File: src/rtl/if_stage.sv
// Instruction-fetch stage: PC register, next-PC selection, a FETCH/HOLD handshake
// with instruction memory, and the IF/ID pipeline register.
module if_stage #(
    parameter logic [31:0] RESET_PC = 32'h0000_0000
) (
    input  logic        clk,
    input  logic        rst_n,
    input  logic        stall,
    input  logic        flush,
    input  logic        branch_taken,
    input  logic [31:0] branch_target,
    input  logic        jump,
    input  logic [31:0] jump_target,
    output logic        imem_req,
    output logic [31:0] imem_addr,
    input  logic        imem_ack,
    input  logic [31:0] imem_rdata,
    output logic [31:0] pc_plus4,
    output logic [31:0] if_id_instr,
    output logic [31:0] if_id_pc4,
    output logic        if_id_valid
);

    typedef enum logic {
        FETCH = 1'b0,
        HOLD  = 1'b1
    } state_t;

    localparam logic [31:0] NOP = 32'h0000_0000;

    state_t      state_q, state_d;
    logic [31:0] pc_q, pc_d;
    logic [31:0] hold_q, hold_d;
    logic [31:0] instr_q, instr_d;
    logic [31:0] pc4_q, pc4_d;
    logic        valid_q, valid_d;

    logic        redirect;
    logic [31:0] next_pc;

    assign pc_plus4 = pc_q + 32'd4;
    assign redirect = jump | branch_taken;
    assign next_pc  = jump ? jump_target : (branch_taken ? branch_target : pc_plus4);

    // Request is gated by rst_n so it drops immediately while reset is held.
    assign imem_req  = rst_n && (state_q == FETCH);
    assign imem_addr = pc_q;

    assign if_id_instr = instr_q;
    assign if_id_pc4   = pc4_q;
    assign if_id_valid = valid_q;

    always_comb begin
        state_d = state_q;
        pc_d    = pc_q;
        hold_d  = hold_q;
        instr_d = instr_q;
        pc4_d   = pc4_q;
        valid_d = valid_q;

        if (redirect) begin
            // Any ack or buffered word belongs to the abandoned path.
            pc_d    = next_pc;
            state_d = FETCH;
            hold_d  = NOP;
            if (!stall) begin
                instr_d = NOP;
                pc4_d   = 32'h0;
                valid_d = 1'b0;
            end
        end else begin
            case (state_q)
                FETCH: begin
                    if (imem_ack) begin
                        if (!stall) begin
                            instr_d = imem_rdata;
                            pc4_d   = pc_plus4;
                            valid_d = 1'b1;
                            pc_d    = next_pc;
                        end else begin
                            hold_d  = imem_rdata;
                            state_d = HOLD;
                        end
                    end else if (!stall) begin
                        instr_d = NOP;
                        pc4_d   = 32'h0;
                        valid_d = 1'b0;
                    end
                end
                HOLD: begin
                    if (!stall) begin
                        instr_d = hold_q;
                        pc4_d   = pc_plus4;
                        valid_d = 1'b1;
                        pc_d    = next_pc;
                        state_d = FETCH;
                    end
                end
                default: state_d = FETCH;
            endcase
        end

        // Flush only touches IF/ID; PC and FSM proceed as computed above.
        if (flush) begin
            instr_d = NOP;
            pc4_d   = 32'h0;
            valid_d = 1'b0;
        end
    end

    always_ff @(posedge clk or negedge rst_n) begin
        if (!rst_n) begin
            state_q <= FETCH;
            pc_q    <= RESET_PC;
            hold_q  <= 32'h0;
            instr_q <= 32'h0;
            pc4_q   <= 32'h0;
            valid_q <= 1'b0;
        end else begin
            state_q <= state_d;
            pc_q    <= pc_d;
            hold_q  <= hold_d;
            instr_q <= instr_d;
            pc4_q   <= pc4_d;
            valid_q <= valid_d;
        end
    end

endmodule

File: config.mk
export PLATFORM = sky130hd
export DESIGN_NAME = if_stage
export DESIGN_NICKNAME = d
export VERILOG_FILES = /design/src/rtl/if_stage.sv
export SDC_FILE = /design/constraint.sdc
export NUM_CORES = 1
export LEC_CHECK = 0
export CAP_MARGIN = 15
export CORE_MARGIN = 2
export CORE_UTILIZATION = 47
export CTS_BUF_LIST = sky130_fd_sc_hd__clkbuf_8
export DETAILED_ROUTE_END_ITERATION = 8
export PLACE_DENSITY = 0.91
export SYNTH_ARGS = -nofsm -noshare
export SYNTH_HDL_FRONTEND = slang
export SYNTH_SLANG_ARGS = --single-unit
File: constraint.sdc
create_clock -name clk -period 2.54 [get_ports clk]
set_input_delay 0.381 -clock clk [delete_from_list [all_inputs] [get_ports clk]]
set_output_delay 0.381 -clock clk [all_outputs]
set_load 0.01 [all_outputs]
==> results.tsv, run 1 <==
metric	value	unit
status	finished with violations	
failing checks	setup timing	
Initial DRC Count	709	
crit path DAT	2.40	ns
Finish-stage setup viols	7	
fmax	0.360	GHz
clock transition at the registers of the reported paths	0.07	ns
post-layout min period	2.78	ns
Worst R2R Setup Slack	0.25	ns
Yosys top cell by area	dfrtp_1	
most used cell, CP	buf_4	
Max FO, Critical Path	4	
Die Ht	122	µm
crit path launch type	flip-flop	
Cell Area, Synth	6550	µm²
overall power	0.00520	W
core area	13700	µm²
most numerous cell in the Yosys netlist	nand2_1	
vias in the first global route	6623	
Cell Chain, Critical Path	buf_4 -> ha_4 -> buf_4 -> nand2_1 -> nor4_2 -> buf_4 -> and3_4 -> xor2_2 -> clkdlybuf4s15_2	
IO buf count	232	
first-pass GRT wire length	34200	µm
H-tree depth	4	
Post-synth top cells	nand2_1 (162), dfrtp_1 (130), a21oi_1 (80), o21ai_0 (62), nor2_1 (51)	
crit path max-delay cell type	dfrtp_1	
Gate Count Post-Synth	738	
Max Cap Viol	0	
clk sink count	130	
Slowest Stage Delay on Critical Path	0.35	ns
Final HPWL DP	15500	µm
FILL cells	962	
Post-synth ARST share	100	%
routed via count	6963	
Hold WS	0.0414	ns
Initial DRT Pass Iterations	5	
Die X	122	µm
Die ar.	14900	µm²
P per Cell Area	512	nW/µm²
Hold Violations, Final	0	
final period utilization	109	%
Final Max Slew Viols	0	
largest cells by area after synthesis	dfrtp_1 (50%), nand2_1 (9.3%), a21oi_1 (6.1%)	
Yosys reg bits	130	
Clk Latency, worst-skew pair	0.44	ns
Leak	4.39	nW
cts bufs inserted	17	
RSZ-0062 raised after global routing	yes	
Overflow after GRT	0	
Most used DFF post-synth	dfrtp_1	
Vias/cell	5.71	
Buffers & Inverters on Critical Path	4	
pin count of the biggest net entering global routing	131	
Final Wtd Congestion	0.950	
row count	43	
final worst slack	-0.237	ns
clock skew	0.00862	ns
Worst slew margin	52.7	%
Root Driver	clkbuf_8	
Total Wirelength	23300	µm
worst vdd ir	377	µV
Starting Density	47.7	%
Remaining DRCs	0	
Antenna Nets Post-Route	0	
Synth top area share	49.7	%
delay-heaviest family, CP	buffers and inverters	
syn avg cell area	8.88	µm²
clock buffer depth	2	
Ys Warns	0	
nets	1131	
WL/cell	19.1	µm
share of post-route cells with drive strength above 1	18.4	%
kind of critical path	reg -> out	
Layout Area Growth over Synthesis	55.2	%
HP Class	in -> async	
Synth cell types	49	
Antenna Cells	0	
Total GRT Usage	30.1	%
syn nets	842	
Crit. End Element	output pin	
Ports	233	
CTS tree	yes	
required time of the critical path	2.16	ns
initial antenna violation count	1	
number of synthesized flops with an enable pin	0	
post-synthesis sequential area ratio	49.7	%
Worst-Margin Slew	0.710	ns
==> cell families (layout without fill, tap and decap cells) <==
kind of cell    count (synthesis)  after routing  share of synthesized area (%)
mux                             6              6                          0.955
buf+inv                        62            363                           3.82
compound gates                225            225                           20.9
xor+xnor                       38             38                           5.08
flops                         130            130                           49.7
fa+ha+maj                       1              1                          0.191
simple gates                  276            276                           19.4
==> routing by layer <==
layer / GRT usage, % / routed length, µm / vias up / share of wire, %
met1: 37.5 / 9140 / 3374 / 39
li1: - / - / 3159 / -
met3: 7.49 / 1850 / 64 / 7.9
met2: 49.1 / 11400 / 364 / 49
met5: 0 / 13 / - / 0.056
met4: 14.1 / 866 / 2 / 3.7
==> worst paths after layout <==
path / from / end / depth (start not counted)
max: imem_addr[2] / pc_plus4[18] / 9
min: rst_n / if_id_pc4[2] / 2
max reg2reg: imem_addr[10] / imem_addr[26] / 9
min reg2reg: if_id_instr[6] / if_id_instr[6] / 2
max in group asynchronous: rst_n / state_q / 2
min in group clk: if_id_instr[6] / if_id_instr[6] / 2
==> repair_timing <==
item                                    4_1_cts  5_1_grt
resized for setup                            51       72
cloned                                        0        1
hold buffers                                  0        0
setup buffers                                 8       18
pin swaps                                     6       18
endpoints found under the setup margin       25       24
==> power by group <==
group          switching, W  internal [W]
sequential        0.0000691       0.00215
combinational      0.000641      0.000624
clock              0.000812      0.000903
total               0.00152       0.00368
==> per-stage QoR <==
| stage | setup WS (ns) | cell area [µm²] | utilization [%] | std cells | setup TNS [ns] |
|---|---|---|---|---|---|
| 6_report | -0.237 | 10200 | 74.1 | 1219 | -1.09 |
| 5_1_grt | -0.376 | 10200 | 74.1 | 1219 | -2.19 |
| 4_1_cts | -0.242 | 9930 | 72.4 | 1200 | -1.22 |
| 3_5_place_dp | -0.0132 | 9390 | 68.4 | 1161 | -0.0132 |
| 3_3_place_gp | 0.0978 | 9390 | 68.4 | 1161 | 0 |
| 2_1_floorplan | 0.478 | 6550 | - | 738 | 0 |
==> flip-flops by register name, summed over array words and instances, names as in the netlist <==
signal	count
imem_addr	32
if_id_instr	32
state_q	1
if_id_valid	1
if_id_pc4	32
hold_q	32
==> area by class of cell <==
type | count | area [µm²] | share of cell area [%]
inverters | 9 | 33.8 | 0.332
flip-flops and latches | 130 | 3260 | 32.0
clock inverters | 12 | 116 | 1.14
multi-input cells | 546 | 3320 | 32.7
clock buffers | 19 | 262 | 2.57
well taps | 180 | 225 | 2.22
repair buffers | 323 | 2950 | 29.0
==> cells in the final DEF (no fill, tap or decap), drive strengths merged, types with 9 or more instances in the layout <==
master           n
xnor2           26
inv             10
o21ai           65
buf            103
clkdlybuf4s50  206
nand3           17
dfrtp          130
clkbuf          26
xor2            12
o22ai           13
a22oi            9
nand2          162
nor2            51
a21oi           80
nand4           13
a22o            32
Note: power is estimated with default switching activity, not from simulation.
==> run 2, diff against run 1 <==
- CELL_PAD_IN_SITES_DETAIL_PLACEMENT: not set -> 1
- CELL_PAD_IN_SITES_GLOBAL_PLACEMENT: not set -> 1
- CORE_UTILIZATION: 47 -> 34
==> results.tsv, run 2 (same netlist as run 1, synthesis figures left out) <==
metric	value	unit
Clk Latency, worst-skew pair	0.45	ns
P per Cell Area	508	nW/µm²
crit path DAT	2.21	ns
core area	18800	µm²
register area	3260	µm²
WL/cell	22.2	µm
IO buf count	232	
delay-heaviest family, CP	simple AND/OR/NAND/NOR gates	
failing checks	setup timing	
Hold Violations, Final	0	
Core Util, Final	55.7	%
final period utilization	102	%
Antenna Cells	0	
Remaining DRCs	0	
Multi-input gate area	3390	µm²
post-layout min period	2.60	ns
Final Non-Filler Cells	1314	
Crit. End Element	output pin	
Die X	143	µm
Final Wtd Congestion	0.871	
clock skew	0.0153	ns
Buffers & Inverters on Critical Path	3	
placed cell count	1240	
Starting Density	34.8	%
Antenna Nets Post-Route	0	
worst r2r dst	imem_addr[22]	
Cell Chain, Critical Path	buf_4 -> nand3_4 -> nor4_4 -> buf_6 -> nand4_1 -> xnor2_2 -> buf_2	
crit path max-delay cell type	dfrtp_2	
Vias/cell	5.50	
Final HPWL DP	19000	µm
Max Cap Viol	0	
vias in the first global route	7877	
Ports	233	
Worst slew margin	32.7	%
Hold WS	0.320	ns
clock buffer depth	2	
crit path launch type	flip-flop	
final worst slack	-0.0557	ns
cts bufs inserted	17	
P_int	0.00372	W
kind of critical path	reg -> out	
required time of the critical path	2.16	ns
switching power	0.00161	W
Worst R2R Setup Slack	0.35	ns
nets	1147	
Initial DRT Pass Iterations	5	
Clk pwr share	32.7	%
overall power	0.00533	W
Initial DRC Count	420	
Max FO, Critical Path	7	
Leak	4.54	nW
clock transition at the registers of the reported paths	0.08	ns
HP Class	in -> async	
Slowest Stage Delay on Critical Path	0.41	ns
Total Wirelength	29100	µm
Die ar.	20400	µm²
FILL cells	2133	
Worst R2R Path Depth	4	
Worst-Margin Slew	1.01	ns
share of post-route cells with drive strength above 1	20.0	%
initial antenna violation count	0	
sw frac	30.2	%
row count	50	
status	finished with violations	
commonest non-fill, non-tap cell in the layout	clkdlybuf4s50_1	
reg2reg start	state_q	
first-pass GRT wire length	43800	µm
Die Ht	143	µm
Total GRT Usage	27.8	%
Layout Area Growth over Synthesis	60.2	%
pin count of the biggest net entering global routing	66	
Final Max Slew Viols	0	
sequential fraction of design power	41.9	%
H-tree depth	4	
Finish-stage setup viols	7	
CTS tree	yes	
clk sink count	130	
RSZ-0062 raised after global routing	yes	
Comb power frac	25.4	%
Total Neg Setup Slack	-0.178	ns
Overflow after GRT	0	
routed via count	7222	
worst vdd ir	315	µV
fmax	0.385	GHz
Root Driver	clkbuf_8	
most frequent cells in the layout	clkdlybuf4s50_1 (204), nand2_1 (160), dfrtp_1 (126)	
run 2: cell count changes in the layout (fill, tap and decap cells not counted), moves of 3 or more:
| cell | previous run | this run |
|---|---|---|
| xnor2_1 | 15 | 12 |
| clkinv_2 | 6 | 2 |
| clkbuf_2 | 7 | 4 |
| buf_6 | 5 | 13 |
| inv_1 | 10 | 13 |
| dlymetal6s2s_1 | 4 | 1 |
| dlygate4sd2_1 | 2 | 5 |
| buf_4 | 86 | 94 |
| xnor2_2 | 10 | 13 |
run 2: power groups by stage:
stage	combinational, W	clock, W	sequential [W]
after floorplan	0.000404	0	0.00232
after global placement	0.00118	0	0.00226
after detailed placement	0.00122	0	0.00227
after CTS	0.00127	0.00177	0.00223
after global routing	0.00144	0.00186	0.00224
final	0.00135	0.00174	0.00224
run 2: timing repair:
item	4_1_cts	5_1_grt
endpoints found under the setup margin	25	21
pin swaps	24	23
hold buffers	1	0
resized for setup	116	41
buffers inserted	28	15
endpoints found under the hold margin	15	0
run 2: worst max-delay path by stage:
stage	endpoint	slack, ns	from	depth (start not counted)
detailed placement	pc_plus4[26]	-0.09	imem_addr[2]	7
global route	pc_plus4[31]	-0.14	imem_addr[4]	7
floorplan	pc_plus4[26]	0.48	imem_addr[2]	5
CTS	pc_plus4[28]	-0.13	imem_addr[3]	7
finish	pc_plus4[28]	-0.06	imem_addr[4]	7
global placement	pc_plus4[25]	0.06	imem_addr[4]	6
run 2: through the flow:
step	instance area (µm²)	worst slack (ns)
final	10500	-0.0557
after global placement	9490	0.0574
after CTS	10200	-0.129
after detailed placement	9490	-0.0934
after global routing	10500	-0.139
after floorplan	6550	0.478
run 2: routing by layer:
| metal | wire length, µm | vias to the layer above | GRT usage (%) |
|---|---|---|---|
| met5 | 0 | - | 0 |
| met4 | 891 | 0 | 10.5 |
| met3 | 1790 | 68 | 5.97 |
| met2 | 15100 | 295 | 49.2 |
| met1 | 11400 | 3676 | 33.3 |
| li1 | - | 3183 | - |
run 2: layout make-up:
cell class / count / area share [%]
Clock buffer: 20 / 2.62
Sequential cell: 130 / 31.0
Timing Repair Buffer: 339 / 29.7
Multi-Input combinational cell: 546 / 32.3
Tap cell: 260 / 3.10
Inverter: 9 / 0.322
Clock inverter: 10 / 0.918
run 2: worst reg2reg max path: cells and delay by family, from the launching register on:
| family | cells | cell delay [ns] |
|---|---|---|
| simple gates | 1 | 0.80 |
| flops | 1 | 0.55 |
| compound gates | 3 | 0.77 |
==> RTL change 1: new RTL, settings of run 1 <==
`pc4_q` no longer has a reset.
--- a/src/rtl/if_stage.sv
+++ b/src/rtl/if_stage.sv
@@ -114,17 +114,19 @@
             pc_q    <= RESET_PC;
             hold_q  <= 32'h0;
             instr_q <= 32'h0;
-            pc4_q   <= 32'h0;
             valid_q <= 1'b0;
         end else begin
             state_q <= state_d;
             pc_q    <= pc_d;
             hold_q  <= hold_d;
             instr_q <= instr_d;
-            pc4_q   <= pc4_d;
             valid_q <= valid_d;
         end
     end
 
+    always_ff @(posedge clk) begin
+        pc4_q <= pc4_d;
+    end
+
 endmodule
 
Behaviour: not the same (Yosys sat finds a counterexample within 4 cycles, from zero or initial values and one cycle with rst_n low).
==> RTL change 1 against run 1 <==
Sequential cell count did not move. Routed wire length rose by 3.3%. Critical endpoint is now pc_plus4[26]. Critical path type unchanged. Total power rose by 4.1%. Synthesized area fell by 5.4%. The flow still finishes with violations (negative setup slack). Register-to-register slack improved by 140 ps. Global-route usage rose by 2.2 points. Design area fell by 2.5%. Worst setup slack improved by 67 ps.
==> RTL change 1: results (changes against run 1) <==
.. list-table::
   :header-rows: 1

   * - Metric
     - Value
   * - Arrival time at the worst endpoint
     - 2330 ps (-70 ps)
   * - Worst setup slack before clock tree synthesis
     - 14.6 ps (+27.8 ps)
   * - Worst Clk Skew
     - 14.4 ps (+5.83 ps)
   * - First DRT Iteration DRCs
     - 658 (-7.2%)
   * - Post-synthesis share of cell area spent on full adders, half adders and majority gates
     - 0.202% (+0.011 points)
   * - Pre-antenna DRT Iters
     - 6 (+1)
   * - Length of routed met2 wiring
     - 12,100 um (+6.0%)
   * - Non-clock buffer share
     - 30.1% (+1.1 points)
   * - Setup TNS Final
     - -853 ps (+235 ps)
   * - GPL Wtd Cong
     - 0.975 (+2.6%)
   * - Detail-routed via count per cell
     - 5.96 (+4.3%)
   * - Hold slack
     - 480 ps (+439 ps)
   * - Pin count of the biggest net entering global routing
     - 65 (-50%)
   * - Met1 track utilization from global routing
     - 38.1% (+0.55 points)
   * - Fraction of the mapped netlist area in compound gates
     - 24.7% (+3.8 points)
   * - First-pass GRT wire length
     - 35,600 um (+4.0%)
   * - Count of clock buffers in the final design
     - 18 (-1)
   * - Count of non-CTS buffers in the layout
     - 330 (+2.2%)
   * - Leading post-synthesis cells by instance count
     - 128 x nand2_1, 98 x dfrtp_1, 65 x o21ai_0
   * - Peak supply drop
     - 0.000309 V (-18%)
   * - Share of cell area taken by multi-input logic gates
     - 31.9% (-0.79 points)
   * - Power Internal
     - 3.79 mW (+2.9%)
   * - Number of antenna violations at the first check in global routing
     - 0 (-1)
   * - Leakage power
     - 4.09 nW (-6.8%)
   * - Total Nets Final
     - 1,081 (-4.4%)
   * - Final setup violating endpoints
     - 17 (+10)
   * - Global routing met2 resource utilization
     - 54.0% (+4.9 points)
   * - Number of global-route vias before repair
     - 6,738 (+1.7%)
   * - Actual transition at the worst max-transition pin
     - 798 ps (+88.4 ps)
   * - Number of inverters outside the clock class in the layout
     - 7 (-2)
   * - Fraction of area in registers
     - 31.3% (-0.77 points)
   * - Final worst setup slack
     - -169 ps (+67.4 ps)
   * - Violated checks
     - negative setup slack
   * - Outcome
     - finished with violations
==> RTL change 1: changes by cell type after synthesis, moves of 4 or more <==
cell            run 1  this run
nor2_1             51        26
a21oi_1            80        53
dfrtp_1           130        98
xnor2_1            26        22
a22oi_1             9        39
nand2_1           162       128
buf_2               2         7
dfxtp_1             0        32
==> RTL change 1: critical path, cell delays in order, from the launching register on <==
cell and delay (ps):
dfrtp_1 470, ha_4 200, nand3_4 90, or2_4 290, or4_4 470, xnor2_2 190
buf_2 160
==> RTL change 1: how the worst max path moves through the flow <==
stage | cells after the start | endpoint | slack [ps] | startpoint
2_1_floorplan | 5 | pc_plus4[26] | 350 | imem_addr[2]
3_3_place_gp | 7 | pc_plus4[14] | 20 | imem_addr[2]
3_5_place_dp | 8 | pc_plus4[20] | 10 | imem_addr[3]
4_1_cts | 6 | pc_plus4[26] | -110 | imem_addr[3]
5_1_grt | 6 | pc_plus4[26] | -220 | imem_addr[3]
6_report | 6 | pc_plus4[26] | -170 | imem_addr[2]
==> RTL change 2: new RTL, settings of run 1 <==
Made on the original files. Register the inputs `branch_target` and `jump_target` before use. The logic sees them one clock later. The other inputs are not delayed to match.
--- a/src/rtl/if_stage.sv
+++ b/src/rtl/if_stage.sv
@@ -28,6 +28,14 @@
 
     localparam logic [31:0] NOP = 32'h0000_0000;
 
+    logic [31:0] branch_target_q;
+    logic [31:0] jump_target_q;
+
+    always_ff @(posedge clk) begin
+        branch_target_q <= branch_target;
+        jump_target_q   <= jump_target;
+    end
+
     state_t      state_q, state_d;
     logic [31:0] pc_q, pc_d;
     logic [31:0] hold_q, hold_d;
@@ -40,7 +48,7 @@
 
     assign pc_plus4 = pc_q + 32'd4;
     assign redirect = jump | branch_taken;
-    assign next_pc  = jump ? jump_target : (branch_taken ? branch_target : pc_plus4);
+    assign next_pc  = jump ? jump_target_q : (branch_taken ? branch_target_q : pc_plus4);
 
     // Request is gated by rst_n so it drops immediately while reset is held.
     assign imem_req  = rst_n && (state_q == FETCH);
Function: changed (Yosys sat finds a counterexample within 4 cycles, from zero or initial values and one cycle with rst_n low).
==> RTL change 2 against run 1 <==
Clock skew increased by 6.3 ps. Worst hold slack got worse by 38 ps. Worst setup slack got worse by 30 ps. Synthesized area increased by 20%. The run still ends with negative setup slack left. Highest routed layer is now met4. Largest cell class is now flip-flops and latches. Non-clock buffer count increased by 45. Sequential cell count increased by 64. Global-route usage decreased by 0.49 points. Total power increased by 30%. Register-to-register slack got worse by 170 ps. Routed wire length increased by 14%. Design area increased by 20%. Die area increased by 20%. Cell count increased by 13%. Via count increased by 10%.
==> RTL change 2: results (changes against run 1) <==
.. list-table::
   :header-rows: 1

   * - Metric
     - Value
   * - Worst Clk Skew
     - 15.0 ps (+6.35 ps)
   * - Count of multi-input gates
     - 559 (+2.4%)
   * - Seq Cell Count
     - 194 (+49%)
   * - Number of antenna violations at the first check in global routing
     - 0 (-1)
   * - DP Cell Count
     - 1,310 (+13%)
   * - Final worst setup slack
     - -267 ps (-30.4 ps)
   * - Worst setup slack before clock tree synthesis
     - -271 ps (-258 ps)
   * - Final setup violating endpoints
     - 12 (+5)
   * - Final standard cell area without fillers
     - 12,200 um2 (+20%)
   * - Count of clock buffers in the final design
     - 17 (-2)
   * - Leading post-synthesis cells by instance count
     - 165 x nand2_1, 130 x dfrtp_1, 88 x a21oi_1
   * - Number of non-filler instances in the completed layout
     - 1,382 (+13%)
   * - Number of global-route vias before repair
     - 7,574 (+14%)
   * - Aggregate global-route resource usage
     - 29.6% (-0.49 points)
   * - Actual transition at the worst max-transition pin
     - 738 ps (+28.4 ps)
   * - Site row count
     - 47 (+9.3%)
   * - First-pass GRT wire length
     - 40,800 um (+19%)
   * - Share of cell area taken by multi-input logic gates
     - 29.2% (-3.5 points)
   * - Arrival time at the worst endpoint
     - 2430 ps (+30 ps)
   * - Outcome
     - finished with violations
   * - First DRT Iteration DRCs
     - 679 (-4.2%)
   * - Clock transition at the register clock pins on the worst setup and hold paths after CTS
     - 100 ps (+30 ps)
   * - Number of vias in the routed layout
     - 7,665 (+10%)
   * - Total routed wirelength
     - 26,600 um (+14%)
   * - Violated checks
     - negative setup slack
   * - Final-layout fill cell count
     - 1,108 (+15%)
   * - Area after detailed placement
     - 11,000 um2 (+17%)
## RTL change 2: cell count changes in the layout (fill, tap and decap cells not counted), sizes merged, moves of 5 or more
cell	delta
dfxtp	+64
buf	+51
a21oi	+8
inv	+8
xnor2	-7
clkbuf	-6
a31oi	-5
nand3	+5
or4	+5
## RTL change 2: worst paths after layout
path | start | endpoint | slack [ps] | cells past startpoint
max | imem_addr[22] | pc_plus4[31] | -270 | 5
min | rst_n | if_id_instr[19] | 3 | 2
max reg2reg | imem_addr[22] | imem_addr[31] | 80 | 6
min reg2reg | jump_target_q[0] | imem_addr[0] | 460 | 2
max in group asynchronous | rst_n | imem_addr[12] | 2010 | 2
min in group clk | jump_target[14] | jump_target_q[14] | 340 | 1
## RTL change 2: what timing repair did
item	4_1_cts	5_1_grt
gates resized for setup	138	43
setup buffers	26	16
pin swaps	28	23
setup endpoints to repair	26	22
## RTL change 2: cell families after synthesis
group                      Yosys count  share of synthesized area, %
buffers and inverters               71                          3.57
DFF                                194                          57.5
xor gates and xnor gates            34                          3.87
AOI/OAI and AO/OA                  226                          17.4
adders and majority gates            1                         0.159
and+or+nand+nor                    291                          16.7
muxes                                7                         0.889
## RTL change 2: where the power goes
part,internal [mW],switching (mW)
clock,0.824,1.19
combinational,0.728,0.735
sequential,3.21,0.0926
total,4.76,2.02
## RTL change 2: layer usage
metal	vias to the layer above	part of all wire (%)	global-route usage [%]
met3	88	9.1	7.12
met1	3651	37	36.3
met4	0	4.3	13.1
met5	-	0	0
met2	450	49	49.8
li1	3476	-	-
## RTL change 2: critical path, delay by kind of cell (launching register included)
family / cells / cell delay [ps]
AND/OR/NAND/NOR: 3 / 1250
flip-flops: 1 / 390
XOR/XNOR: 1 / 180
buffers and inverters: 1 / 140
